$ cat src/rtl/mc_core.sv
// Multicycle MIPS-32 core on a single unified memory port: one instruction
// moves through FETCH/DECODE/... states, reusing one ALU and one memory port.
module mc_core #(
   parameter logic [31:0] RESET_PC = 32'h0000_0000,
   parameter int unsigned MEM_AW   = 32
) (
   input  logic              clk,
   input  logic              reset,
   output logic              mem_req,
   output logic              mem_we,
   output logic [MEM_AW-1:0] mem_addr,
   output logic [31:0]       mem_wdata,
   input  logic [31:0]       mem_rdata,
   input  logic              mem_ready,
   output logic [31:0]       pc,
   output logic              instr_done,
   output logic              illegal
);

   localparam int unsigned XLEN = 32;
   localparam int unsigned NREG = 32;
   localparam int unsigned RAW  = 5;

   localparam logic [5:0] OP_RTYPE = 6'h00;
   localparam logic [5:0] OP_J     = 6'h02;
   localparam logic [5:0] OP_BEQ   = 6'h04;
   localparam logic [5:0] OP_BNE   = 6'h05;
   localparam logic [5:0] OP_ADDI  = 6'h08;
   localparam logic [5:0] OP_ANDI  = 6'h0C;
   localparam logic [5:0] OP_ORI   = 6'h0D;
   localparam logic [5:0] OP_LW    = 6'h23;
   localparam logic [5:0] OP_SW    = 6'h2B;

   localparam logic [5:0] F_ADD = 6'h20;
   localparam logic [5:0] F_SUB = 6'h22;
   localparam logic [5:0] F_AND = 6'h24;
   localparam logic [5:0] F_OR  = 6'h25;
   localparam logic [5:0] F_SLT = 6'h2A;

   typedef enum logic [3:0] {
      FETCH, DECODE, MEMADR, MEMRD, MEMWB, MEMWR,
      EXEC, ALUWB, IEXEC, IWB, BRANCH, JUMP
   } state_t;

   state_t            state_q, state_d;
   logic [XLEN-1:0]   pc_q, pc_d;
   logic [XLEN-1:0]   ir_q, ir_d;
   logic [XLEN-1:0]   a_q, a_d;
   logic [XLEN-1:0]   b_q, b_d;
   logic [XLEN-1:0]   alu_q, alu_d;
   logic [XLEN-1:0]   mdr_q, mdr_d;
   logic [XLEN-1:0]   rf_q [NREG];
   logic              req_q, req_d;
   logic              we_q, we_d;
   logic [MEM_AW-1:0] addr_q, addr_d;
   logic [XLEN-1:0]   wdata_q, wdata_d;
   logic              done_q, done_d;
   logic              ill_q, ill_d;

   logic              rf_we;
   logic [RAW-1:0]    rf_waddr;
   logic [XLEN-1:0]   rf_wdata;
   logic              accept;
   logic              taken;

   logic [5:0]        opcode, funct;
   logic [RAW-1:0]    rs, rt, rd;
   logic [XLEN-1:0]   signimm, zeroimm;

   assign opcode  = ir_q[31:26];
   assign rs      = ir_q[25:21];
   assign rt      = ir_q[20:16];
   assign rd      = ir_q[15:11];
   assign funct   = ir_q[5:0];
   assign signimm = {{16{ir_q[15]}}, ir_q[15:0]};
   assign zeroimm = {16'h0000, ir_q[15:0]};
   assign accept  = req_q & mem_ready;
   assign taken   = (opcode == OP_BEQ) ? (a_q == b_q) : (a_q != b_q);

   // State and datapath registers; every register clears on reset.
   always_ff @(posedge clk or negedge reset) begin
      if (!reset) begin
         state_q <= FETCH;
         pc_q    <= RESET_PC;
         ir_q    <= '0;
         a_q     <= '0;
         b_q     <= '0;
         alu_q   <= '0;
         mdr_q   <= '0;
         req_q   <= 1'b0;
         we_q    <= 1'b0;
         addr_q  <= '0;
         wdata_q <= '0;
         done_q  <= 1'b0;
         ill_q   <= 1'b0;
         for (int i = 0; i < NREG; i++) rf_q[i] <= '0;
      end else begin
         state_q <= state_d;
         pc_q    <= pc_d;
         ir_q    <= ir_d;
         a_q     <= a_d;
         b_q     <= b_d;
         alu_q   <= alu_d;
         mdr_q   <= mdr_d;
         req_q   <= req_d;
         we_q    <= we_d;
         addr_q  <= addr_d;
         wdata_q <= wdata_d;
         done_q  <= done_d;
         ill_q   <= ill_d;
         if (rf_we && (rf_waddr != '0)) rf_q[rf_waddr] <= rf_wdata;
      end
   end

   // Controller: next state, datapath updates and registered port values.
   always_comb begin
      state_d  = state_q;
      pc_d     = pc_q;
      ir_d     = ir_q;
      a_d      = a_q;
      b_d      = b_q;
      alu_d    = alu_q;
      mdr_d    = mdr_q;
      done_d   = 1'b0;
      ill_d    = 1'b0;
      rf_we    = 1'b0;
      rf_waddr = '0;
      rf_wdata = '0;

      case (state_q)
         FETCH: begin
            if (accept) begin
               ir_d    = mem_rdata;
               pc_d    = pc_q + 32'd4;
               state_d = DECODE;
            end
         end
         DECODE: begin
            a_d   = rf_q[rs];
            b_d   = rf_q[rt];
            alu_d = pc_q + {signimm[29:0], 2'b00};
            case (opcode)
               OP_LW, OP_SW:             state_d = MEMADR;
               OP_RTYPE:                 state_d = EXEC;
               OP_ADDI, OP_ANDI, OP_ORI: state_d = IEXEC;
               OP_BEQ, OP_BNE:           state_d = BRANCH;
               OP_J:                     state_d = JUMP;
               default: begin
                  ill_d   = 1'b1;
                  state_d = FETCH;
               end
            endcase
         end
         MEMADR: begin
            alu_d   = a_q + signimm;
            state_d = (opcode == OP_LW) ? MEMRD : MEMWR;
         end
         MEMRD: begin
            if (accept) begin
               mdr_d   = mem_rdata;
               state_d = MEMWB;
            end
         end
         MEMWB: begin
            rf_we    = 1'b1;
            rf_waddr = rt;
            rf_wdata = mdr_q;
            done_d   = 1'b1;
            state_d  = FETCH;
         end
         MEMWR: begin
            if (accept) begin
               done_d  = 1'b1;
               state_d = FETCH;
            end
         end
         EXEC: begin
            state_d = ALUWB;
            case (funct)
               F_ADD:   alu_d = a_q + b_q;
               F_SUB:   alu_d = a_q - b_q;
               F_AND:   alu_d = a_q & b_q;
               F_OR:    alu_d = a_q | b_q;
               F_SLT:   alu_d = {31'd0, ($signed(a_q) < $signed(b_q))};
               default: begin
                  ill_d   = 1'b1;
                  state_d = FETCH;
               end
            endcase
         end
         ALUWB: begin
            rf_we    = 1'b1;
            rf_waddr = rd;
            rf_wdata = alu_q;
            done_d   = 1'b1;
            state_d  = FETCH;
         end
         IEXEC: begin
            state_d = IWB;
            case (opcode)
               OP_ANDI: alu_d = a_q & zeroimm;
               OP_ORI:  alu_d = a_q | zeroimm;
               default: alu_d = a_q + signimm;
            endcase
         end
         IWB: begin
            rf_we    = 1'b1;
            rf_waddr = rt;
            rf_wdata = alu_q;
            done_d   = 1'b1;
            state_d  = FETCH;
         end
         BRANCH: begin
            if (taken) pc_d = alu_q;
            done_d  = 1'b1;
            state_d = FETCH;
         end
         JUMP: begin
            pc_d    = {pc_q[31:28], ir_q[25:0], 2'b00};
            done_d  = 1'b1;
            state_d = FETCH;
         end
         default: state_d = FETCH;
      endcase

      // Request fields derive from the next state so they stay frozen while waiting.
      req_d   = (state_d == FETCH) || (state_d == MEMRD) || (state_d == MEMWR);
      we_d    = (state_d == MEMWR);
      addr_d  = (state_d == FETCH) ? pc_d[MEM_AW-1:0] : alu_d[MEM_AW-1:0];
      wdata_d = b_d;
   end

   assign mem_req    = req_q;
   assign mem_we     = we_q;
   assign mem_addr   = addr_q;
   assign mem_wdata  = wdata_q;
   assign pc         = pc_q;
   assign instr_done = done_q;
   assign illegal    = ill_q;

endmodule

$ cat config.mk
export PLATFORM = sky130hd
export DESIGN_NAME = mc_core
export DESIGN_NICKNAME = d
export VERILOG_FILES = /design/src/rtl/mc_core.sv
export SDC_FILE = /design/constraint.sdc
export NUM_CORES = 2
export LEC_CHECK = 0
export ABC_AREA = 1
export CAP_MARGIN = 0
export CORE_ASPECT_RATIO = 0.8
export CORE_MARGIN = 1
export CORE_UTILIZATION = 45
export CTS_BUF_LIST = sky130_fd_sc_hd__clkbuf_8
export CTS_CLUSTER_SIZE = 8
export DETAILED_ROUTE_END_ITERATION = 10
export PLACE_DENSITY_LB_ADDON = 0.08
export SYNTH_ARGS = -nofsm -noshare
export SYNTH_HDL_FRONTEND = slang
export SYNTH_SLANG_ARGS = --single-unit
$ cat constraint.sdc
create_clock -name clk -period 4.5 [get_ports clk]
set_clock_uncertainty 0.1 [all_clocks]
set_input_delay 1.125 -clock clk [delete_from_list [all_inputs] [get_ports clk]]
set_output_delay 1.125 -clock clk [all_outputs]
set_load 0.005 [all_outputs]
# Word level (Yosys, flattened, before mapping)
# Cells that the tools add are included.
# word_totals
regBits,1256
latch_bits,0
ram_bits,0
romBits,0
output_inout_bits,100
memories,0
# classes
addsub,5
mul,0
div_mod_pow,0
order_cmp,5
n_eq_ne,28
shift,0
muxes,32
bitwise,8
n_reduce_logical,19
# ops
operator,n
bitwise mux 1024 bit,1
binary-select mux 32 bit (select 5 bit),2
two-way mux 32 bit,8
demux 32 bit (select 5 bit),1
case mux 32 bit (5 select lines),1
case mux 32 bit (2 select lines),2
case mux 32 bit (4 select lines),1
adder 32 bit,3
case mux 32 bit (3 select lines),1
"equality test 6 bit, second input constant",7
"adder 32 x 3 -> 32 bit, second input constant",1
bitwise AND 32 x 16 -> 32 bit,1
bitwise AND 32 bit,1
equality test 32 bit,1
< comparator 32 bit,1
!= test 32 bit,1
OR 32 x 16 -> 32 bit,1
OR 32 bit,1
subtractor 32 bit,1
case mux 4 bit (7 select lines),1
"equality test 4 x 3 -> 1 bit, second input constant",5
case mux 4 bit (5 select lines),1
"equality test 6 x 4 -> 1 bit, second input constant",3
"greater-or-equal comparator 6 bit, second input constant",3
23 further kinds,48

# Logic depth before layout (Yosys ltp)
# logic_depth
word_depth,9
ltp_mapped,20
mapped_depth_nobuf,20

# Worst setup path before layout
# OpenSTA, ideal clock, no wires.
# synth_path
path_kind,input to register
start,input mem_ready
end,"register addr_q[30], in the netlist mem_addr[30]"
setup_time_ps,117
t_arrival_ps,2610
required_time_ps,4283
path_slack_ps,1674
stages,11
path_cell_list,nand2_1 > nor3_1 > nand2_1 > nor3_2 > nand2_1 > nor3_1 > nand3_1 > nand3_1 > o2111ai_1 > nand2_1 > nand2_1
# synth_lines
item,line,rtl
start: declaration,14,"input logic mem_ready,"
bitwise AND 1 bit,77,assign accept = req_q & mem_ready;
two-way mux 32 bit,132,if (accept) begin
case mux 32 bit (3 select lines),130,case (state_q)
net pc_d[30],46,"logic [XLEN-1:0] pc_q, pc_d;"
two-way mux 32 bit,229,addr_d = (state_d == FETCH) ? pc_d[MEM_AW-1:0] : alu_d[MEM_AW-1:0];
net addr_d[30],55,"logic [MEM_AW-1:0] addr_q, addr_d;"
end signal: assignment,107,addr_q <= addr_d;
end: declaration,55,
# The timed path passes the listed nets, and every way through them passes these cells.
# A chain may end at the register's enable or synchronous reset.

# Final worst setup path
# layout_path
start,register a_q[10]
end,"register addr_q[22], in the netlist mem_addr[22]"
# layout_lines
item,line,rtl
start: declaration,48,"logic [XLEN-1:0] a_q, a_d;"
start signal: assignment,86,a_q <= '0;
start signal: assignment,101,a_q <= a_d;
"subtractor 32 bit, or another cell as far along",181,F_SUB: alu_d = a_q - b_q;
case mux 32 bit (5 select lines) or case mux 32 bit (2 select lines) (tied branches),"179, 200",
case mux 32 bit (4 select lines) (*),130,
net alu_d[22],50,"logic [XLEN-1:0] alu_q, alu_d;"
two-way mux 32 bit (*),229,
net addr_d[22],55,
# The timed path passes the listed nets; every way through them passes the cells marked *.

==> key figures <==
STA
  – Period minus WS final: 4.26 ns
  – Setup TNS: 0 ns
  – Final number of setup-violating endpoints: 0
  – Slew headroom: 14.5%
  – Max Slew Vio Count: 0
  – Worst slew pin tran: 1.28 ns
  – Hold Fails Final Rpt: 0
  – RSZ-0062 raised after global routing: no
  – Tcrit/Tclk final: 94.6%
  – Fmax achieved: 0.235 GHz

Cells and area
  – Commonest non-fill, non-tap cell in the layout: nor2_1
  – Final core occ: 50.6%
  – Area delta synth->final: 11.1%
  – Most frequent cells in the layout: nor2_1 (2,367), o21ai_0 (1,607), nand2_1 (1,287)
  – Final nets: 10.6k
  – Finished Layout Cells: 12.8k
  – Share of post-route cells with drive strength above 1: 6.93%
  – Final instance area: 83,700 um2

Detailed routing
  – Drt wl/cell: 28.3 um
  – DR vias: 80.0k
  – First-pass DRT Iterations: 7
  – Via/cell ratio: 6.27
  – DRT iter0 DRCs: 11.7k
  – Routed Antenna Nets: 0
  – DRC Markers: 0
  – Wirelength, routed: 361,000 um

CTS
  – # resized after CTS: 0
  – TritonCTS clock tree: done
  – Clock sinks: 1,256
  – CTS H-tree depth: 4
  – Clock root buffer: clkbuf_8
  – Hold Buf Count CTS: 1
  – Clock Latency Late Sink: 1.01 ns
  – Max Root-Sink Buffers: 3
  – CTS buffer count: 210
  – Clock transition at path regs: 0.07 ns
  – Setup Buffers After CTS: 0

Worst hold path
  – Worst Hold Launch: rf_q[1022]
  – Path type of the worst min-delay path: reg -> reg

Worst setup path
  – Worst-path cell chain: inv_1 -> ha_1 -> nand2_1 -> inv_1 -> nand2_1 -> nor3_1 -> nand2_1 -> nand2_1 -> nand3_1 -> nand2_1 -> nand2_1 -> nand3_1 -> nand3b_1 -> nand2_1 -> nand3_1 -> nand2_1 -> nand2_1
  – Critical Path AT: 5.02 ns
  – Required @ worst endpoint: 5.27 ns
  – Crit path max fanout: 8
  – Delay of the slowest critical-path stage: 0.75 ns
  – Critical Path Source: a_q[10]
  – CP max stage cell: dfrtp_1
  – FF-to-FF Start: a_q[10]
  – Crit path top cell by count: nand2_1
  – Startpoint types: flop
  – Critical path capture point type: flop
  – WS Path Type: reg -> reg

Floorplanning
  – CORE AREA: 165,000 um2
  – I/O pin total: 135
  – Die Width: 459 um
  – DIE AREA: 169,000 um2
  – Core Rows: 133
  – Initial Util: 45.6%
  – Die H: 368 um

Yosys
  – Cells after Synth: 10.6k
  – Synthesized net count: 10.8k
  – Number of synthesized register bits: 1,256
  – Number of synthesized flops with an enable pin: 0
  – Top_reg_cell synth: dfrtp_1
  – Post-Syn Area per Cell: 7.13 um2
  – FFs w/ async S/R, synth: 100%
  – Seq/Total Area, Yosys: 41.7%
  – Unique masters post-synth: 53
  – Synth Cell Area: 75,300 um2
  – Yosys warnings: 0

GRT
  – Global-route wire length before repair: 520,000 um
  – Total Routing Usage GR: 41.8%
  – Vias in the first global route: 73.4k
  – Met2 Use GR: 57.5%
  – Met1 GRT Util: 60.6%
  – Most Crowded Layer GR: met1
  – Initial antenna violation count: 30
  – Met3 Track Usage GR: 12.5%
  – Largest net degree at the start of global routing: 152
  – Total gr overflow: 0

Power and ir drop
  – Worst vdd ir: 0.639 mV
  – Power density over the cells: 759 nW/um2
  – Leakage: 0.0382 uW

Place
  – Placer Congestion: 1.05
  – I/O Buffers: 134
  – DP Cell Count: 12.4k
  – Detailed placement HPWL: 237,000 um
  – DP Area: 79,400 um2

Run
  – Max-Cap Viols: 0

Status
  – Status: finished, final reports clean
[cell type report]
class | count | area, um2
sequential | 1256 | 31500
antenna | 22 | 55.1
multi-input combinational | 7873 | 38500
timing repair buffer | 438 | 4410
clock buffer | 264 | 3630
clock inverter | 105 | 638
fill | 16339 | 81600
inverter | 572 | 2180
tap | 2227 | 2790
[Yosys cell counts (8+ instances only)]
cell	count	share of area (%)
nand3b_1	16	0.16
o211ai_1	52	0.52
a22oi_1	19	0.19
o22ai_1	484	4.0
inv_1	551	2.7
inv_2	15	0.075
a221oi_1	9	0.10
nor2_2	13	0.11
o21ai_1	55	0.37
ha_1	173	2.9
dfrtp_1	1256	42
xor2_1	13	0.15
nand3_1	311	2.1
o2111ai_1	36	0.42
o21bai_1	30	0.30
nor3_1	60	0.40
o221ai_1	103	1.2
xnor2_1	8	0.093
nand2_1	1293	6.4
o31ai_1	10	0.10
clkbuf_1	678	3.4
nor2_1	2372	12
buf_2	148	0.98
nand4_1	56	0.47
buf_1	36	0.18
o311ai_0	43	0.50
nor2_4	17	0.25
o21ai_0	1607	11
o21a_1	17	0.17
a21oi_1	1019	6.8
or2_2	12	0.10
[sequential cells by signal, summed over array words and instances (netlist names)]
signal / flops
ir_q: 32
alu_q: 32
mem_we: 1
mem_addr: 32
pc: 32
rf_q: 1024
a_q: 32
instr_done: 1
mdr_q: 32
illegal: 1
mem_req: 1
state_q: 4
mem_wdata: 32
[path summary, 6_finish.rpt]
path                            endpoint  slack (ns)  cells after the start
max in group asynchronous      rf_q[180]        2.47                      3
setup / recovery            mem_addr[22]        0.24                     17
min in group asynchronous  mem_wdata[30]        0.60                      2
hold / removal                rf_q[1022]        0.29                      0
hold reg to reg               rf_q[1022]        0.29                      0
setup reg to reg            mem_addr[22]        0.24                     17
[worst max-delay path, delay by kind of cell (launching register included)]
kind,cells,cell delay [ns]
adders and majority gates,1,0.60
buffers and inverters,2,0.41
DFF,1,0.75
and+or+nand+nor,14,2.23
[logic make-up after synthesis]
logic type	share of synthesized area, %
compound gates	25.5
xor+xnor	0.244
flops	41.7
fa+ha+maj	2.98
buf+inv	7.44
simple gates	22.1
[through the flow]
| step | total power [uW] | hold slack (ns) | worst slack [ns] |
|---|---|---|---|
| 3_3_place_gp | 51200 | 0.267 | 0.489 |
| 5_1_grt | 66600 | 0.302 | 0.0958 |
| 6_report | 63500 | 0.287 | 0.241 |
| 4_1_cts | 62000 | 0.286 | 0.519 |
| 2_1_floorplan | 36000 | 0.329 | 1.67 |
| 3_5_place_dp | 51300 | 0.269 | 0.547 |
[per-layer routing]
layer	vias up	wire length, um
met5	-	151
li1	35393	-
met3	859	45100
met1	38701	155000
met4	22	15600
met2	5003	145000
[report_power, final]
part           internal (uW)  total [uW]  switching, uW
clock network           5390       10600           5250
registers              13300       15800           2470
logic                  10600       37100          26500
Power figures use the tool's default switching activity.
